## src/rtl/uart_rx.sv

```systemverilog
// 16x-oversampling UART receiver: start bit, DATA_LEN data bits (LSB first), no parity, stop bit(s).
// Each completed frame produces a one-cycle o_rxDone strobe qualifying o_rxData and o_frameErr.
module uart_rx #(
  parameter int DATA_LEN = 8,
  parameter int SB_TICK  = 16
) (
  input  logic                i_clk,
  input  logic                i_reset,
  input  logic                i_tick,
  input  logic                i_uartRx,
  output logic [DATA_LEN-1:0] o_rxData,
  output logic                o_rxDone,
  output logic                o_frameErr,
  output logic [1:0]          o_dbgState
);

  // The tick counter must reach both 15 (data bits) and SB_TICK-1 (stop).
  localparam int TICK_MAX = (SB_TICK > 16) ? SB_TICK : 16;
  localparam int TW       = $clog2(TICK_MAX);
  localparam int BW       = (DATA_LEN > 1) ? $clog2(DATA_LEN) : 1;

  localparam logic [TW-1:0] START_MID = TW'(7);
  localparam logic [TW-1:0] DATA_END  = TW'(15);
  localparam logic [TW-1:0] STOP_END  = TW'(SB_TICK - 1);
  localparam logic [BW-1:0] LAST_BIT  = BW'(DATA_LEN - 1);

  typedef enum logic [1:0] {
    IDLE  = 2'd0,
    START = 2'd1,
    DATA  = 2'd2,
    STOP  = 2'd3
  } state_t;

  state_t              r_state;
  logic [TW-1:0]       r_tick_cnt;
  logic [BW-1:0]       r_bit_cnt;
  logic [DATA_LEN-1:0] r_shift;
  logic [DATA_LEN-1:0] w_shift_next;
  logic                r_sync1;
  logic                r_sync2;

  assign o_dbgState = r_state;

  // Two-flop synchronizer; reset to the idle-high line level so reset never looks like a start bit.
  always_ff @(posedge i_clk) begin
    if (i_reset) begin
      r_sync1 <= 1'b1;
      r_sync2 <= 1'b1;
    end else begin
      r_sync1 <= i_uartRx;
      r_sync2 <= r_sync1;
    end
  end

  always_comb begin
    w_shift_next               = r_shift >> 1;
    w_shift_next[DATA_LEN-1]   = r_sync2;
  end

  // o_rxDone is a single-cycle strobe with no back-pressure: o_rxData and o_frameErr
  // are valid on the cycle it is high and hold until the next strobe.
  always_ff @(posedge i_clk) begin
    if (i_reset) begin
      r_state    <= IDLE;
      r_tick_cnt <= '0;
      r_bit_cnt  <= '0;
      r_shift    <= '0;
      o_rxData   <= '0;
      o_rxDone   <= 1'b0;
      o_frameErr <= 1'b0;
    end else begin
      o_rxDone <= 1'b0;
      case (r_state)
        IDLE: begin
          if (!r_sync2) begin
            r_state    <= START;
            r_tick_cnt <= '0;
          end
        end
        START: begin
          if (i_tick) begin
            if (r_tick_cnt == START_MID) begin
              if (!r_sync2) begin
                r_state    <= DATA;
                r_tick_cnt <= '0;
                r_bit_cnt  <= '0;
              end else begin
                r_state <= IDLE;
              end
            end else begin
              r_tick_cnt <= r_tick_cnt + 1'b1;
            end
          end
        end
        DATA: begin
          if (i_tick) begin
            if (r_tick_cnt == DATA_END) begin
              r_shift    <= w_shift_next;
              r_tick_cnt <= '0;
              if (r_bit_cnt == LAST_BIT) begin
                r_state <= STOP;
              end else begin
                r_bit_cnt <= r_bit_cnt + 1'b1;
              end
            end else begin
              r_tick_cnt <= r_tick_cnt + 1'b1;
            end
          end
        end
        STOP: begin
          if (i_tick) begin
            if (r_tick_cnt == STOP_END) begin
              r_state    <= IDLE;
              o_rxDone   <= 1'b1;
              o_rxData   <= r_shift;
              o_frameErr <= ~r_sync2;
            end else begin
              r_tick_cnt <= r_tick_cnt + 1'b1;
            end
          end
        end
        default: r_state <= IDLE;
      endcase
    end
  end

endmodule

```

## config.mk

```make
export PLATFORM = sky130hd
export DESIGN_NAME = uart_rx
export DESIGN_NICKNAME = d
export VERILOG_FILES = /design/src/rtl/uart_rx.sv
export SDC_FILE = /design/constraint.sdc
export NUM_CORES = 1
export LEC_CHECK = 0
export CORE_MARGIN = 5
export CORE_UTILIZATION = 50
export CTS_CLUSTER_DIAMETER = 100
export DETAILED_ROUTE_END_ITERATION = 10
export PLACE_DENSITY = 0.8
export SETUP_SLACK_MARGIN = 0.3
export SLEW_MARGIN = 20
export SYNTH_ARGS = -nofsm -noshare
export SYNTH_HDL_FRONTEND = slang
export SYNTH_SLANG_ARGS = --single-unit
```

## constraint.sdc

```tcl
create_clock -name i_clk -period 1.8 [get_ports i_clk]
set_clock_uncertainty 0.05 [all_clocks]
set_input_delay 0.18 -clock i_clk [delete_from_list [all_inputs] [get_ports i_clk]]
set_output_delay 0.18 -clock i_clk [all_outputs]
set_load 0.02 [all_outputs]
```

Yosys cells after proc, flatten, opt, wreduce, memory -nomap -nowiden:

Index checks and enable logic that the tools add are counted.

* flip-flop bits (word level): 29
* bits of input ports: 4
* word-level logic and storage cells: 65

* add/subtract/negate cells: 2
* equal/unequal tests: 17
* mux-type cells: 26
* bitwise operators: 3
* reduce and logical (&&, ||, !) cells: 8

Operators by type and width (number)
* two-way mux 4 bit: 7
* != test 2 bit, second input constant: 11
* two-way mux 2 bit: 9
* two-way mux 3 bit: 6
* one-hot mux 4 bit (4 select lines): 1
* one-hot mux 2 bit (4 select lines): 1
* AND reduction 8 bit: 1
* AND reduction 7 bit: 1
* one-hot mux 3 bit (2 select lines): 1
* AND reduction 3 bit: 2
* adder 4 x 1 -> 4 bit, second input constant: 1
* equality test 2 bit, second input constant: 2
* equality test 4 x 3 -> 1 bit, second input constant: 1
* equality test 4 bit, second input constant: 1
* AND reduction 4 bit: 1
* adder 3 x 1 -> 3 bit, second input constant: 1
* equality test 3 bit, second input constant: 1
* NOT 1 bit: 3
* OR reduction 3 bit: 1
* equality test 2 x 1 -> 1 bit, second input constant: 1
* zero test 2 bit: 1
* nonzero test 2 bit: 1
* two-way mux 1 bit: 1

Longest topological paths before layout:

Gate-level depths: netlist (run 1).

* word-level depth: 5
* mapped depth: 6

Least setup slack after synthesis (run 1):

Ideal clock, no wire load.

* path kind: reg-to-reg
* start point: reg r_tick_cnt[0]
* end point: reg r_shift[7]
* arrival: 1.384 ns
* data required time: 1.622 ns
* setup slack: 0.238 ns
* cell stages (with the launch flop): 7
* buffers on the path: 1
* clock period less this slack: 1.562 ns
* path through: dfxtp_1 > ha_1 > nand4_4 > nor3b_2 > buf_6 > mux2i_1 > nor2_1

* cells in the longest elaborated chain, start to end: 2

RTL lines
* start, declared: RTL line 35 `logic [TW-1:0] r_tick_cnt;`
* start signal, assigned: RTL line 91 `r_tick_cnt <= r_tick_cnt + 1'b1;`
* start signal, assigned: RTL line 106 `r_tick_cnt <= r_tick_cnt + 1'b1;`
* start signal, assigned: RTL line 118 `r_tick_cnt <= r_tick_cnt + 1'b1;`
* equality test 4 bit: RTL line 97 `if (r_tick_cnt == DATA_END) begin`
* AND reduction 3 bit (no source line)
* end signal, assigned: RTL line 98 `r_shift <= w_shift_next;`
* end, declared: RTL line 37 `logic [DATA_LEN-1:0] r_shift;`

Every way passes these cells.
A chain may end at the register's enable or synchronous reset.

Final worst setup path (run 1):

* start point: reg r_bit_cnt[1]
* end point: reg r_bit_cnt[1]

* cells in the longest elaborated chain, start to end: 5
* elaborated cells on any way between the ends: 8
* those cells by class: add/sub (1); eq/ne (2); mux (4); reduce/logical (1)

RTL lines
* start, declared: RTL line 36 `logic [BW-1:0] r_bit_cnt;`
* start signal, assigned: RTL line 103 `r_bit_cnt <= r_bit_cnt + 1'b1;`
* adder 3 x 1 -> 3 bit: RTL line 103
* two-way mux 3 bit: RTL line 100 `if (r_bit_cnt == LAST_BIT) begin`
* two-way mux 3 bit: RTL line 97
* two-way mux 3 bit: RTL line 96 `if (i_tick) begin`
* one-hot mux 3 bit (2 select lines): RTL line 73 `case (r_state)`

Parallel ways exist; a longest one is shown, timed or not. The select of a mux whose other input is x is not followed.

==> results.py, run 1 <==
metrics = {
    "power_and_ir_drop": {
        "power_frac_seq": 0.564,
        "total_power_mw": 1.15,
        "vdd.ir_drop.worst_v": 0.000794,
        "power_leakage_nw": 0.675,
        "swShare": 0.226,
        "power_per_cell_area_nw_per_um2": 689,
        "clockPowerShare": 0.396,
        "p_int_uw": 890,
        "netSwitchingPower_uw": 260,
        "p_comb_frac": 0.040,
    },
    "logic_synthesis": {
        "synth_seq_cells": 29,
        "synth-edff-count": 0,
        "yosysWarnings": 0,
        "ys_seq_area_frac": 0.456,
        "ys.flop_type": "dfxtp_1",
        "synth_nets": 135,
        "synthesis.area_sq_um": 1270,
        "synth_cell_type_count": 34,
        "async_flop_share": 0,
        "synthCells": 128,
        "synth.avg_cell_area_sq_um": 9.95,
    },
    "detailed_routing": {
        "dr.pass1.iters": 4,
        "drt-total-wl_mm": 2.60,
        "drc_errors": 0,
        "wl_per_cell_microns": 13.9,
        "drt-initial-drc-count": 29,
        "vias_per_cell": 5.44,
        "ant_nets": 0,
        "vias": 1017,
    },
    "die": {
        "die_y_microns": 60.5,
        "core_region_area_sq_um": 2450,
        "dieArea_sq_um": 3660,
        "initial_core_util": 0.519,
        "ios": 16,
        "die_x_microns": 60.5,
        "rows": 18,
    },
    "min_path": {
        "worstHoldPathType": "primary input to flop",
        "hold_depth": 2,
    },
    "placement": {
        "portBuffers": 15,
        "dp_hpwl_mm": 1.70,
        "dpl_cell_area_sq_um": 1480,
        "gp_congestion": 0.794,
    },
    "clocking": {
        "cts_root_buffer": "clkbuf_4",
        "cts_tree": "yes",
        "cts_max_level": 2,
        "cts_buffer_depth": 2,
        "worstSkewPairLatency_ns": 0.33,
        "cts_sinks": 29,
        "hold_buffers": 0,
        "numCtsBuffers": 5,
        "clkTransAtPathRegs_ns": 0.09,
    },
    "setup_path": {
        "required_ns": 1.97,
        "startpoint_type": "flop",
        "path_class": "flop to flop",
        "crit_fanout": 3,
        "worst-r2r-cell-count": 6,
        "path_depth": 6,
        "critPathBufInv": 0,
        "cp.arrival_ns": 1.70,
        "timing.critical_path.max_delay_family": "flip-flops",
        "worstSetupEndpointType": "flop",
        "crit_path_cell_trace": "ha_4 > ha_4 > and4bb_2 > o2111ai_4 > mux2i_1 > nor2_1",
        "cpMaxStageDelayCell": "dfxtp_2",
        "cp_common_cell": "ha_4",
        "max_stage_delay_ns": 0.36,
    },
    "layout": {
        "final_common_cell": "nor2_1",
        "stdcell_area_sq_um": 1670,
        "final_layout_size_suffix_gt1_frac": 0.287,
        "final_cell_mix": "24 x nor2_1, 22 x dfxtp_1, 18 x mux2i_1",
        "area_growth_pct": 31.0,
        "finalNetCount": 163,
        "final_util": 0.680,
        "antennaDiodeCount": 0,
    },
    "sta": {
        "grt_setup_unrepaired": "yes",
        "hold_slack_ns": 0.362,
        "max_freq_mhz": 652,
        "tns_ns": 0,
        "timing.slew.headroom": 0.791,
        "hold_viol": 0,
        "setup_viol": 0,
        "worst_slew_pin_slew_ns": 0.312,
        "period_share": 0.852,
        "final-max-slew-violation-count": 0,
        "period_minus_slack_ns": 1.53,
    },
    "run": {
        "max_cap_viol_count": 0,
    },
    "outcome": {
        "status": "finished, final reports clean",
    },
    "global_route": {
        "grt_pass1_wl_mm": 4.25,
        "antenna_found_initial": 0,
        "grt_max_degree": 18,
        "track_usage": 0.158,
        "gr-total-overflow": 0,
        "grt_pass1_vias": 982,
    },
}
through the flow:
step           std cells  setup WS [ns]
6_report             187          0.266
5_1_grt              187          0.216
4_1_cts              183          0.213
3_5_place_dp         171         0.0701
3_3_place_gp         171          0.125
2_1_floorplan        128          0.296
worst reg2reg max path, cell delays in order, from the launching register on:
cell	delay [ns]
dfxtp_2	0.36
ha_4	0.14
ha_4	0.12
and4bb_2	0.23
o2111ai_4	0.24
mux2i_1	0.22
nor2_1	0.06
layout make-up:
class,count,area (sq um)
Fill cell,192,786
Multi-Input combinational cell,88,693
Sequential cell,29,597
Timing Repair Buffer,29,260
Clock buffer,7,65.1
Tap cell,30,37.5
Inverter,3,11.3
Clock inverter,1,5.00
state kept, by name (all words and copies together), names as in the netlist, named ones only:
signal	flops
o_dbgState	1
o_frameErr	1
o_rxData	8
o_rxDone	1
r_tick_cnt	4
r_shift	8
r_bit_cnt	3
r_sync1	1
r_sync2	1
cells in the mapped netlist (2+ instances only):
master,instances,area [sq um]
a211oi_1,3,22.5
a21oi_1,2,10.0
a31oi_1,2,12.5
and3_1,2,12.5
buf_6,3,33.8
clkbuf_1,3,11.3
dfxtp_1,29,581
ha_1,3,37.5
inv_1,3,11.3
mux2i_1,20,200
nand2_1,4,15.0
nand2b_1,2,12.5
nor2_1,24,90.1
nor3_1,3,15.0
o21ai_0,5,25.0
or2_2,2,12.5
layer usage:
layer  vias up  GRT usage  part of all wire
met3         7     0.0574             0.044
met5         -          0                 0
met4         0     0.0836             0.030
met2        19      0.235              0.46
li1        503          -                 -
met1       488      0.202              0.46
cell families (layout without fill, tap and decap cells):
kind of cell | Yosys count | after routing | share of synthesized area
compound gates | 17 | 17 | 0.0923
xor+xnor | 1 | 1 | 0.00688
fa+ha+maj | 3 | 3 | 0.0295
buf+inv | 11 | 40 | 0.0540
flops | 29 | 29 | 0.456
mux | 21 | 21 | 0.166
simple gates | 46 | 46 | 0.195
worst paths after layout:
| path | slack, ns | start | end |
|---|---|---|---|
| max | 0.27 | r_bit_cnt[1]$_SDFFE_PP0P_ | r_bit_cnt[1]$_SDFFE_PP0P_ |
| min reg2reg | 0.36 | r_sync1$_SDFF_PP1_ | r_sync2$_SDFF_PP1_ |
| min | 0.36 | i_uartRx | r_sync1$_SDFF_PP1_ |
| max reg2reg | 0.27 | r_bit_cnt[1]$_SDFFE_PP0P_ | r_bit_cnt[1]$_SDFFE_PP0P_ |
power groups by stage:
| stage | logic (mW) | registers (mW) | clock network, mW |
|---|---|---|---|
| after floorplan | 0.0271 | 0.665 | 0 |
| after global placement | 0.0446 | 0.667 | 0 |
| after detailed placement | 0.0454 | 0.667 | 0 |
| after CTS | 0.0446 | 0.653 | 0.467 |
| after global routing | 0.0498 | 0.650 | 0.493 |
| final | 0.0461 | 0.649 | 0.455 |
timing repair:
item / in CTS / in global routing
gates resized for setup: 22 / 8
setup buffers: 4 / 4
pin swaps: 4 / 8
endpoints found under the hold margin: 0 / 0
setup endpoints to repair: 31 / 25
No activity file was read; power rests on OpenSTA's default activity.
==> run 2, diff against run 1 <==
- CTS_CLUSTER_DIAMETER: 100 -> 60
==> results of run 2 <==
Final layout, timing and power as in run 1 (identical DEF).
